`config.mk`:
```
export PLATFORM = sky130hd
export DESIGN_NAME = serial_cmp_ctrl
export DESIGN_NICKNAME = d
export VERILOG_FILES = /design/src/rtl/serial_cmp_pkg.sv /design/src/rtl/serial_cmp_ctrl_cell.sv /design/src/rtl/serial_cmp_ctrl.sv
export SDC_FILE = /design/constraint.sdc
export NUM_CORES = 1
export LEC_CHECK = 0
export CAP_MARGIN = 25
export CORE_MARGIN = 3
export CORE_UTILIZATION = 42
export CTS_CLUSTER_DIAMETER = 30
export DETAILED_ROUTE_END_ITERATION = 10
export GPL_TIMING_DRIVEN = 0
export HOLD_SLACK_MARGIN = 0.05
export PLACE_DENSITY = 0.74
export SYNTH_ARGS = -nofsm -noshare
export SYNTH_HDL_FRONTEND = slang
export SYNTH_SLANG_ARGS = --single-unit
```
`constraint.sdc`:
```
create_clock -name clk -period 5.6 [get_ports clk]
set_input_delay 0.56 -clock clk [delete_from_list [all_inputs] [get_ports clk]]
set_output_delay 0.56 -clock clk [all_outputs]
set_load 0.02 [all_outputs]
```
`src/rtl/serial_cmp_pkg.sv`:
```
// Shared definitions for the serial comparator: FSM state encoding and
// the one-hot {gt,eq,lt} result encoding.
package serial_cmp_pkg;

  localparam logic [1:0] S_IDLE = 2'd0;
  localparam logic [1:0] S_SCAN = 2'd1;
  localparam logic [1:0] S_DONE = 2'd2;

  typedef enum logic [1:0] {
    ST_IDLE = S_IDLE,
    ST_SCAN = S_SCAN,
    ST_DONE = S_DONE
  } state_t;

  // Result vector ordering is {gt, eq, lt}
  localparam logic [2:0] RES_NONE = 3'b000;
  localparam logic [2:0] RES_GT   = 3'b100;
  localparam logic [2:0] RES_EQ   = 3'b010;
  localparam logic [2:0] RES_LT   = 3'b001;

endpackage

```
`src/rtl/serial_cmp_ctrl_cell.sv`:
```
// Purely combinational one-bit magnitude compare cell, time-shared by the
// serial comparator across all bit positions.
module cmp_bit_cell (
  input  logic x,
  input  logic y,
  output logic gt_o,
  output logic eq_o,
  output logic lt_o
);

  assign gt_o = x & ~y;
  assign eq_o = ~(x ^ y);
  assign lt_o = ~x & y;

endmodule

```
`src/rtl/serial_cmp_ctrl.sv`:
```
// Serial MSB-first comparator controller. Operands are latched on an
// accepted start and scanned one bit per clock through a single compare
// cell; the scan stops at the first differing bit.
// Optional build macro: SERIAL_CMP_SIGNED_EN -- treat operands as two's
// complement by inverting the decision at the sign bit only.
module serial_cmp_ctrl
  import serial_cmp_pkg::*;
#(
  parameter int WIDTH = 8
) (
  input  logic             clk,
  input  logic             rst_n,
  input  logic             start,
  input  logic [WIDTH-1:0] a,
  input  logic [WIDTH-1:0] b,
  output logic             busy,
  output logic             done,
  output logic             gt,
  output logic             eq,
  output logic             lt
);

  localparam int IDX_W = $clog2(WIDTH);
  localparam logic [IDX_W-1:0] IDX_TOP = IDX_W'(WIDTH - 1);

  state_t           state;
  logic [WIDTH-1:0] a_r;
  logic [WIDTH-1:0] b_r;
  logic [IDX_W-1:0] idx;

  logic bit_a;
  logic bit_b;
  logic c_gt;
  logic c_eq;
  logic c_lt;
  logic flip;
  logic [2:0] res_nxt;

  // Map a cell decision onto the {gt,eq,lt} vector; flip swaps gt/lt
  // for the sign bit of a two's complement compare.
  function automatic logic [2:0] bit_decision(input logic gt_c, input logic eq_c,
                                              input logic lt_c, input logic flip_c);
    logic a_wins;
    a_wins = (gt_c & ~flip_c) | (lt_c & flip_c);
    if (eq_c)
      return RES_EQ;
    else if (a_wins)
      return RES_GT;
    else
      return RES_LT;
  endfunction

  assign bit_a = a_r[idx];
  assign bit_b = b_r[idx];

`ifdef SERIAL_CMP_SIGNED_EN
  assign flip = (idx == IDX_TOP);
`else
  assign flip = 1'b0;
`endif

  cmp_bit_cell u_cell (
    .x    (bit_a),
    .y    (bit_b),
    .gt_o (c_gt),
    .eq_o (c_eq),
    .lt_o (c_lt)
  );

  assign res_nxt = bit_decision(c_gt, c_eq, c_lt, flip);

  // Control FSM with operand capture, bit index and registered results
  always_ff @(posedge clk or negedge rst_n) begin
    if (!rst_n) begin
      state        <= ST_IDLE;
      busy         <= 1'b0;
      done         <= 1'b0;
      {gt, eq, lt} <= RES_NONE;
      a_r          <= '0;
      b_r          <= '0;
      idx          <= '0;
    end else begin
      done <= 1'b0;
      case (state)
        ST_IDLE, ST_DONE: begin
          if (start) begin
            a_r          <= a;
            b_r          <= b;
            idx          <= IDX_TOP;
            {gt, eq, lt} <= RES_NONE;
            busy         <= 1'b1;
            state        <= ST_SCAN;
          end else begin
            state <= ST_IDLE;
          end
        end
        ST_SCAN: begin
          // Leave on the first difference, or unconditionally at bit 0
          if (!c_eq || (idx == '0)) begin
            {gt, eq, lt} <= res_nxt;
            busy         <= 1'b0;
            done         <= 1'b1;
            state        <= ST_DONE;
          end else begin
            idx <= idx - 1'b1;
          end
        end
        default: begin
          busy  <= 1'b0;
          state <= ST_IDLE;
        end
      endcase
    end
  end

endmodule

```
# Word-level counts from Yosys, hierarchy flattened
# Cells that the tools add are included.
[word_totals]
out_inout_bits = 5
ff_bits = 26
word_cells = 52
[classes]
n_reduce_logical = 9
bitwise = 3
magnitude_cmp = 1
eq_ne = 5
add_sub_neg = 1
mux = 24
[ops]
columns = ["op", "count"]
rows = [
  ["$mux W3", 4],
  ["$mux W1", 11],
  ["$pmux W1 S2", 4],
  ["$bmux W1 S3", 2],
  ["$ne A2 B2 Y1 const B", 3],
  ["$pmux W3 S2", 1],
  ["$reduce_and A3 Y1", 2],
  ["$lt A3 B4 Y1 const B", 1],
  ["$pmux W2 S2", 1],
  ["$reduce_and A2 Y1", 2],
  ["$logic_not A3 Y1", 1],
  ["$sub A3 B1 Y3 const B", 1],
  ["$eq A2 B1 Y1 const B", 1],
  ["$eq A2 B2 Y1 const B", 1],
  ["$logic_not A2 Y1", 1],
  ["$mux W2", 1],
  ["$reduce_bool A2 Y1", 1],
  ["$reduce_or A2 Y1", 1],
  ["$and A1 B1 Y1", 1],
  ["$logic_or A1 B1 Y1", 1],
  ["$not A1 Y1", 1],
  ["$xor A1 B1 Y1", 1],
]

# Depth between registers and ports, before layout
# Gate-level depths: netlist of run 1.
[depth]
word_depth = 8
mapped_depth = 9
ltp_nobuf = 7

# Hierarchy
# A second synthesis of run 1 with hierarchy kept.
[hier_totals]
hier_cells = 123
area_unflattened_um2 = 1231.2
[by_module_without_submodules]
columns = ["mod", "n_inst", "cells_per_inst", "area_each_um2"]
rows = [
  ["serial_cmp_ctrl", 1, 119, 1198.6],
  ["cmp_bit_cell", 1, 4, 32.5],
]

# Worst setup path before layout of run 1
# OpenSTA, ideal clock, no wires.
[synth_path]
kind = "register -> register"
from = "register idx[1]"
to = "register eq"
setup_time_ps = 121
path_stages_with_launch = 10
arrival_ps = 1963
path_buffers = 2
required_ps = 5479
period_less_slack_ps = 2084
path_slack_ps = 3516
path_cell_list = "dfrtp_1 > buf_6 > mux4_1 > nand2_1 > and2_1 > ha_1 > clkbuf_1 > mux2i_1 > a21oi_1 > a22o_1"
[synth_via]
elab_chain_cells = 6
elab_cells_between_ends = 12
classes_between = "eq/ne: 1; mux: 7; bitwise: 1; reduce/logical: 3"
[synth_lines]
columns = ["item", "line_no", "text"]
rows = [
  ["start: declaration", "serial_cmp_ctrl.sv:29", "logic [IDX_W-1:0] idx;"],
  ["start signal: assignment", "serial_cmp_ctrl.sv:105", "idx <= idx - 1'b1;"],
  ["$bmux W1 S3, on equally long branches", "serial_cmp_ctrl.sv:53, serial_cmp_ctrl.sv:54", ""],
  ["$mux W1, on equally long branches", "serial_cmp_ctrl.sv:53, serial_cmp_ctrl.sv:54", ""],
  ["$xor A1 B1 Y1", "serial_cmp_ctrl_cell.sv:12", "assign eq_o = ~(x ^ y);"],
  ["$mux W3 / $logic_or A1 B1 Y1 (equally long branches)", "serial_cmp_ctrl.sv:45, serial_cmp_ctrl.sv:99", ""],
  ["$mux W1 / $ne A2 B2 Y1 (equally long branches)", "--", ""],
  ["$pmux W1 S2 / $reduce_and A3 Y1 (equally long branches)", "--", ""],
  ["end signal: assignment", "serial_cmp_ctrl.sv:100", "{gt, eq, lt} <= res_nxt;"],
  ["end: declaration", "serial_cmp_ctrl.sv:19", "output logic eq,"],
]
# Several ways; a longest one is shown, not always the timed one. The select of a mux whose other input is x is not followed.
# A chain may end at the register's enable or synchronous reset.

# Worst setup path after layout of run 1
[layout_path]
from = "register idx[1]"
to = "register idx[0]"
[layout_via]
elab_chain_cells = 6
elab_cells_between_ends = 9
classes_between = "eq/ne: 1; mux: 4; bitwise: 1; reduce/logical: 3"
[layout_lines]
columns = ["item", "line_no", "text"]
rows = [
  ["$bmux W1 S3, on equally long branches", "serial_cmp_ctrl.sv:53, serial_cmp_ctrl.sv:54", ""],
  ["$mux W1, on equally long branches", "serial_cmp_ctrl.sv:53, serial_cmp_ctrl.sv:54", ""],
  ["$xor A1 B1 Y1", "serial_cmp_ctrl_cell.sv:12", ""],
  ["$logic_or A1 B1 Y1 *", "serial_cmp_ctrl.sv:99", "if (!c_eq || (idx == '0)) begin"],
  ["$ne A2 B2 Y1 (no line) *", "--", ""],
  ["$reduce_and A3 Y1 (no line) *", "--", ""],
]
# Mark *: on every way between the ends. The rest lies on a longest branch, timed or not. The select of a mux whose other input is x is not followed.

==> results.json, run 1 <==
{
  "numPortBuffers": 23,
  "die_area_um2": 3740,
  "min_delay_path_depth": 1,
  "power.leakage_uw": 0.000726,
  "synth_top_area_share_pct": 50.9,
  "cp_top_family": "multiplexers",
  "io_pins": 24,
  "drt_iter0_markers": 63,
  "crit_arrival_ns": 2.53,
  "drive_gt1_share_pct": 7.75,
  "ys_warn_count": 0,
  "die_h_um": 61.2,
  "cts-root-buf": "clkbuf_4",
  "cts_tree": "built",
  "hold_buffers": 0,
  "cp-end-kind": "flop",
  "power.density_nw_per_um2": 494,
  "placement_rows": 19,
  "holdWs_ns": 0.496,
  "seq_area_frac_synth_pct": 50.9,
  "clock_latency_ns": 0.32,
  "core_um2": 2830,
  "placed_cells": 156,
  "syn-cell-area_um2": 1280,
  "synth.mux.area_fraction_pct": 25.5,
  "crit_cells": 8,
  "synthSimpleGateAreaFrac_pct": 10.1,
  "tns_ns": 0,
  "syn_avg_cell_area_um2": 12.6,
  "cts.clk_slew.worst_paths_ns": 0.14,
  "hpwl_mm": 1.71,
  "synth_top_family_by_area": "multiplexers",
  "worst_pin_slew_ns": 0.579,
  "dr.pass1.iters": 4,
  "fin_skew_ns": 0.00494,
  "hp-class": "reg2reg",
  "clockBufferDepth": 2,
  "crit_buf_inv": 2,
  "yosysTopAreaCell": "dfrtp_1",
  "final-seq-area_um2": 651,
  "postRouteAntennaNets": 0,
  "fin_nets": 153,
  "synth_compound_area_share_pct": 5.78,
  "htree_levels": 1,
  "final_cell_count_no_fill": 160,
  "cp_cell_sequence": "buf_6 > mux4_1 > nand2_1 > nand2_1 > ha_1 > clkbuf_1 > nand3_1 > mux2i_1",
  "rsz0062_at_grt": "false",
  "routed_wl_mm": 2.27,
  "path_class": "reg2reg",
  "diodes": 0,
  "cp_common_cell": "nand2_1",
  "start_kind": "flop",
  "start_util_pct": 45.2,
  "fillers": 225,
  "fin_crit_sh_pct": 41.4,
  "syn_nets": 124,
  "maxCapViolCount": 0,
  "synth_fa_ha_area_share_pct": 3.92,
  "die_w_um": 61.2,
  "cts_setup_buffers": 0,
  "grt_max_degree": 18,
  "synth_xor_area_share_pct": 0,
  "vdd_ir_drop_max_v": 0.000252,
  "grt_pass1_vias": 886,
  "cts.repair.resized": 0,
  "area_delta_synth_final_pct": 27.3,
  "ys_seq_elements": 26,
  "drc": 0,
  "crit_fanout": 10,
  "reg2reg_depth": 8,
  "vias": 872,
  "final_common_cell": "dfrtp_1",
  "synth_cell_types": 24,
  "viasPerCell": 5.45,
  "cp_slowest_cell": "mux4_1",
  "multiInputGateArea_um2": 578,
  "grt_util_all_layers_pct": 13.6,
  "status": "finished, final reports clean",
  "layout_common_cells": "dfrtp_1 (26), clkdlybuf4s50_1 (23), mux2_1 (16)",
  "syn_inst": 101,
  "max_clock_freq_ghz": 0.432,
  "setup_viol": 0,
  "hold_viol_final": 0,
  "antenna_found_initial": 0,
  "grt_pass1_wl_mm": 3.75,
  "cts_num_sinks": 26,
  "min_period_ns": 2.32,
  "yosys-top-cells-area": "dfrtp_1 (51%), mux2_1 (14%), mux4_1 (8.2%)",
  "overflow": 0,
  "relSlewSlack_pct": 61.3,
  "cp.required_ns": 5.82,
  "slew_violations": 0,
  "gp_congestion": 0.829,
  "cpPeakStageDelay_ns": 0.55,
  "numCtsBuffers": 3,
  "wl_per_cell_um": 14.2
}
cells in the mapped netlist, drive strengths merged:
| master | count |
|---|---|
| a211o | 2 |
| a21oi | 3 |
| a22o | 1 |
| a31oi | 2 |
| and2 | 4 |
| buf | 4 |
| clkbuf | 1 |
| dfrtp | 26 |
| ha | 4 |
| inv | 5 |
| mux2 | 16 |
| mux2i | 4 |
| mux4 | 4 |
| nand2 | 9 |
| nand2b | 3 |
| nand3 | 1 |
| nand4 | 1 |
| nand4b | 1 |
| nor2 | 5 |
| nor2b | 2 |
| o211ai | 2 |
| o21ai | 1 |
kinds of logic (layout without fill, tap and decap cells):
logic type | after synthesis | in the layout
simple gates | 26 | 26
mux | 24 | 24
compound gates | 11 | 11
buf+inv | 10 | 38
fa+ha+maj | 4 | 4
flops | 26 | 26
area by class of cell:
cell class | instances | area share (%)
multi-input combinational | 65 | 35.5
sequential | 26 | 40.0
inverter | 5 | 1.15
timing repair buffer | 24 | 15.8
clock buffer | 3 | 1.38
buffer | 5 | 1.85
clock inverter | 1 | 1.85
tap | 31 | 2.38
layer usage:
| layer | vias up | GRT usage (%) | routed length, um |
|---|---|---|---|
| met5 | - | 0 | 0 |
| met4 | 0 | 2.17 | 9 |
| met3 | 2 | 3.77 | 132 |
| met2 | 30 | 24.8 | 1180 |
| met1 | 425 | 16.2 | 948 |
| li1 | 415 | - | - |
where the power goes:
| part | switching (uW) | total [uW] | internal, uW |
|---|---|---|---|
| combinational | 172 | 353 | 181 |
| clock | 56.3 | 129 | 72.4 |
| sequential | 51.9 | 322 | 270 |
| total | 280 | 803 | 523 |
metrics by stage:
step	setup WS (ns)	power (uW)	util (%)	area (um2)
after CTS	3.25	816	57.5	1630
after floorplan	3.52	578	-	1280
after detailed placement	3.27	683	55.6	1570
after global placement	3.33	661	54.7	1550
final	3.28	803	57.5	1630
after global routing	3.07	880	57.5	1630
state kept, by name (all words and copies together) (netlist names):
register and flops:
idx 3, eq 1, b_r 8, a_r 8, busy 1, state 2
gt 1, lt 1, done 1
path summary, 6_finish.rpt:
check	slack, ns	end	startpoint
max	3.28	idx[0]	idx[1]
min	0.50	b_r[5]	b_r[5]
max reg2reg	3.28	idx[0]	idx[1]
min reg2reg	0.50	b_r[5]	b_r[5]
max in group asynchronous	4.53	a_r[5]	rst_n
min in group asynchronous	0.58	gt	rst_n
Power figures use the tool's default switching activity.
==> run 2, diff against run 1 <==
--- a/config.mk
+++ b/config.mk
@@ -12,7 +12,7 @@
 export DETAILED_ROUTE_END_ITERATION = 10
 export GPL_TIMING_DRIVEN = 0
 export HOLD_SLACK_MARGIN = 0.05
-export PLACE_DENSITY = 0.74
+export PLACE_DENSITY = 0.76
 export SYNTH_ARGS = -nofsm -noshare
 export SYNTH_HDL_FRONTEND = slang
 export SYNTH_SLANG_ARGS = --single-unit
==> constraint.sdc (replaced) <==
create_clock -name clk -period 1.9 [get_ports clk]
set_input_delay 0.19 -clock clk [delete_from_list [all_inputs] [get_ports clk]]
set_output_delay 0.19 -clock clk [all_outputs]
set_load 0.02 [all_outputs]
==> run 2 against run 1 <==
  * Sequential share of layout area fell by 1.5 points
  * Global-route usage rose by 0.26 points
  * Flip-flop and latch count did not move
  * Maximum frequency rose by 14%
  * Design area rose by 3.8%
  * Non-clock buffer count rose by 5
  * Cell count rose by 3.1%
  * Power rose to 3.5 times the previous value
  * The run now ends with setup timing left
  * Critical endpoint is now eq
  * Register-to-register slack got worse by 3.4 ns
==> results.json, run 2 (same netlist as run 1, synthesis figures left out) <==
{
  "switching_power_uw": 984,
  "placement_rows": 19,
  "internal-power_uw": 1870,
  "numPortBuffers": 23,
  "tns_ns": -0.870,
  "antenna_found_initial": 0,
  "placed_cells": 156,
  "drc": 0,
  "power.density_nw_per_um2": 1690,
  "clock_latency_ns": 0.32,
  "core_um2": 2830,
  "start_kind": "flop",
  "crit_fanout": 6,
  "drt_iter0_markers": 32,
  "cts-root-buf": "clkbuf_4",
  "power.leakage_uw": 0.000737,
  "maxCapViolCount": 0,
  "diodes": 0,
  "cp.required_ns": 2.13,
  "fin_crit_sh_pct": 107,
  "htree_levels": 1,
  "vias": 883,
  "postRouteAntennaNets": 0,
  "max_clock_freq_ghz": 0.492,
  "hold_viol_final": 0,
  "die_h_um": 61.2,
  "combPwrFrac_pct": 56.6,
  "final_cell_count_no_fill": 165,
  "viasPerCell": 5.35,
  "io_pins": 24,
  "final-seq-area_um2": 651,
  "die_area_um2": 3740,
  "finalWorstSetupSlack_ns": -0.132,
  "gp_congestion": 0.773,
  "relSlewSlack_pct": 59.9,
  "vdd_ir_drop_max_v": 0.000732,
  "dr.pass1.iters": 4,
  "cts_num_sinks": 26,
  "clockPowerShare_pct": 9.9,
  "area_delta_synth_final_pct": 32.1,
  "path_class": "reg2reg",
  "routed_wl_mm": 2.30,
  "grt_pass1_wl_mm": 3.82,
  "layout_common_cells": "dfrtp_1 (26), clkdlybuf4s50_1 (23), mux2_1 (16)",
  "rsz0062_at_grt": "true",
  "hold_buffers": 0,
  "worst_pin_slew_ns": 0.600,
  "fillers": 247,
  "fin_skew_ns": 0.0109,
  "violations": "setup timing",
  "hpwl_mm": 1.71,
  "hp-class": "in2async",
  "overflow": 0,
  "multiInputGateArea_um2": 603,
  "start_util_pct": 45.2,
  "die_w_um": 61.2,
  "largest_registers": "a_r (8), b_r (8), idx (3)",
  "switching_share_pct": 34.5,
  "numCtsBuffers": 3,
  "wl_per_cell_um": 13.9,
  "grt_util_all_layers_pct": 13.9,
  "final_common_cell": "dfrtp_1",
  "grt_max_degree": 17,
  "cts.clk_slew.worst_paths_ns": 0.15,
  "slew_violations": 0,
  "setup_viol": 10,
  "cp-end-kind": "flop",
  "crit_arrival_ns": 2.27,
  "fin_nets": 158,
  "min_period_ns": 2.03,
  "clockBufferDepth": 2,
  "drive_gt1_share_pct": 20.9,
  "seq_power_share_pct": 33.5,
  "grt_pass1_vias": 855,
  "status": "finished with violations",
  "cts_tree": "built"
}
==> run 2: cell types whose count changed in the layout (fill, tap and decap cells not counted), moves of 4 or more <==
cell,delta
buf_4,+4
mux4_1,-4
mux4_2,+4
nand2_1,-5
nand2_2,+5
==> run 2: final timing paths <==
path                         from  depth (start not counted)  slack, ns     end
hold / removal              rst_n                          1       0.22      eq
setup reg to reg           idx[1]                          9      -0.13      eq
min in group clk             a[1]                          2       0.45  a_r[1]
max in group asynchronous   rst_n                          2       1.19  b_r[7]
setup / recovery           idx[1]                          9      -0.13      eq
hold reg to reg            b_r[6]                          1       0.50  b_r[6]
==> run 2: critical path: stages, from the launching register on <==
cell	delay [ns]
dfrtp_1	0.37
buf_6	0.14
mux4_2	0.52
nand2_2	0.08
and2_4	0.14
ha_4	0.19
buf_8	0.12
mux2i_1	0.12
a21oi_1	0.06
a22o_1	0.20
==> run 2: repair_timing <==
action / CTS / global route
setup endpoints to repair: 7 / 10
resized for setup: 7 / 5
pin swaps: 4 / 2
gates cloned: 1 / 0
setup buffers: 2 / 2
==> run 2: through the flow <==
stage | util, % | setup slack, ns | instance area, um2 | hold slack (ns) | power, uW
6_report | 59.7 | -0.132 | 1690 | 0.221 | 2850
5_1_grt | 59.7 | -0.201 | 1690 | 0.266 | 3070
4_1_cts | 58.8 | -0.158 | 1660 | 0.254 | 2700
3_5_place_dp | 55.5 | -0.190 | 1570 | 0.473 | 2100
3_3_place_gp | 54.5 | -0.144 | 1540 | 0.463 | 2050
2_1_floorplan | - | -0.0621 | 1270 | -0.106 | 1800
==> run 2: layout make-up <==
cell class              instances  share of cell area, %
repair buffers                 29                   17.7
plain buffers                   5                   2.45
clock buffers                   4                   2.15
well taps                      31                   2.30
multi-input cells              65                   35.7
flip-flops and latches         26                   38.5
inverters                       5                   1.11
==> run 2: layer usage <==
metal / vias to the layer above / global-route usage, % / wire (um)
met4: 0 / 3.72 / 25
met5: - / 0 / 0
met3: 4 / 3.14 / 154
li1: 423 / - / -
met2: 27 / 24.3 / 1170
met1: 429 / 17.2 / 949
==> run 2: power by group through the flow <==
stage	Sequential [uW]	Combinational, uW	Clock [uW]
3_5_place_dp	967	1140	0
4_1_cts	956	1450	292
6_report	954	1610	282
3_3_place_gp	956	1090	0
2_1_floorplan	948	855	0
5_1_grt	991	1770	311
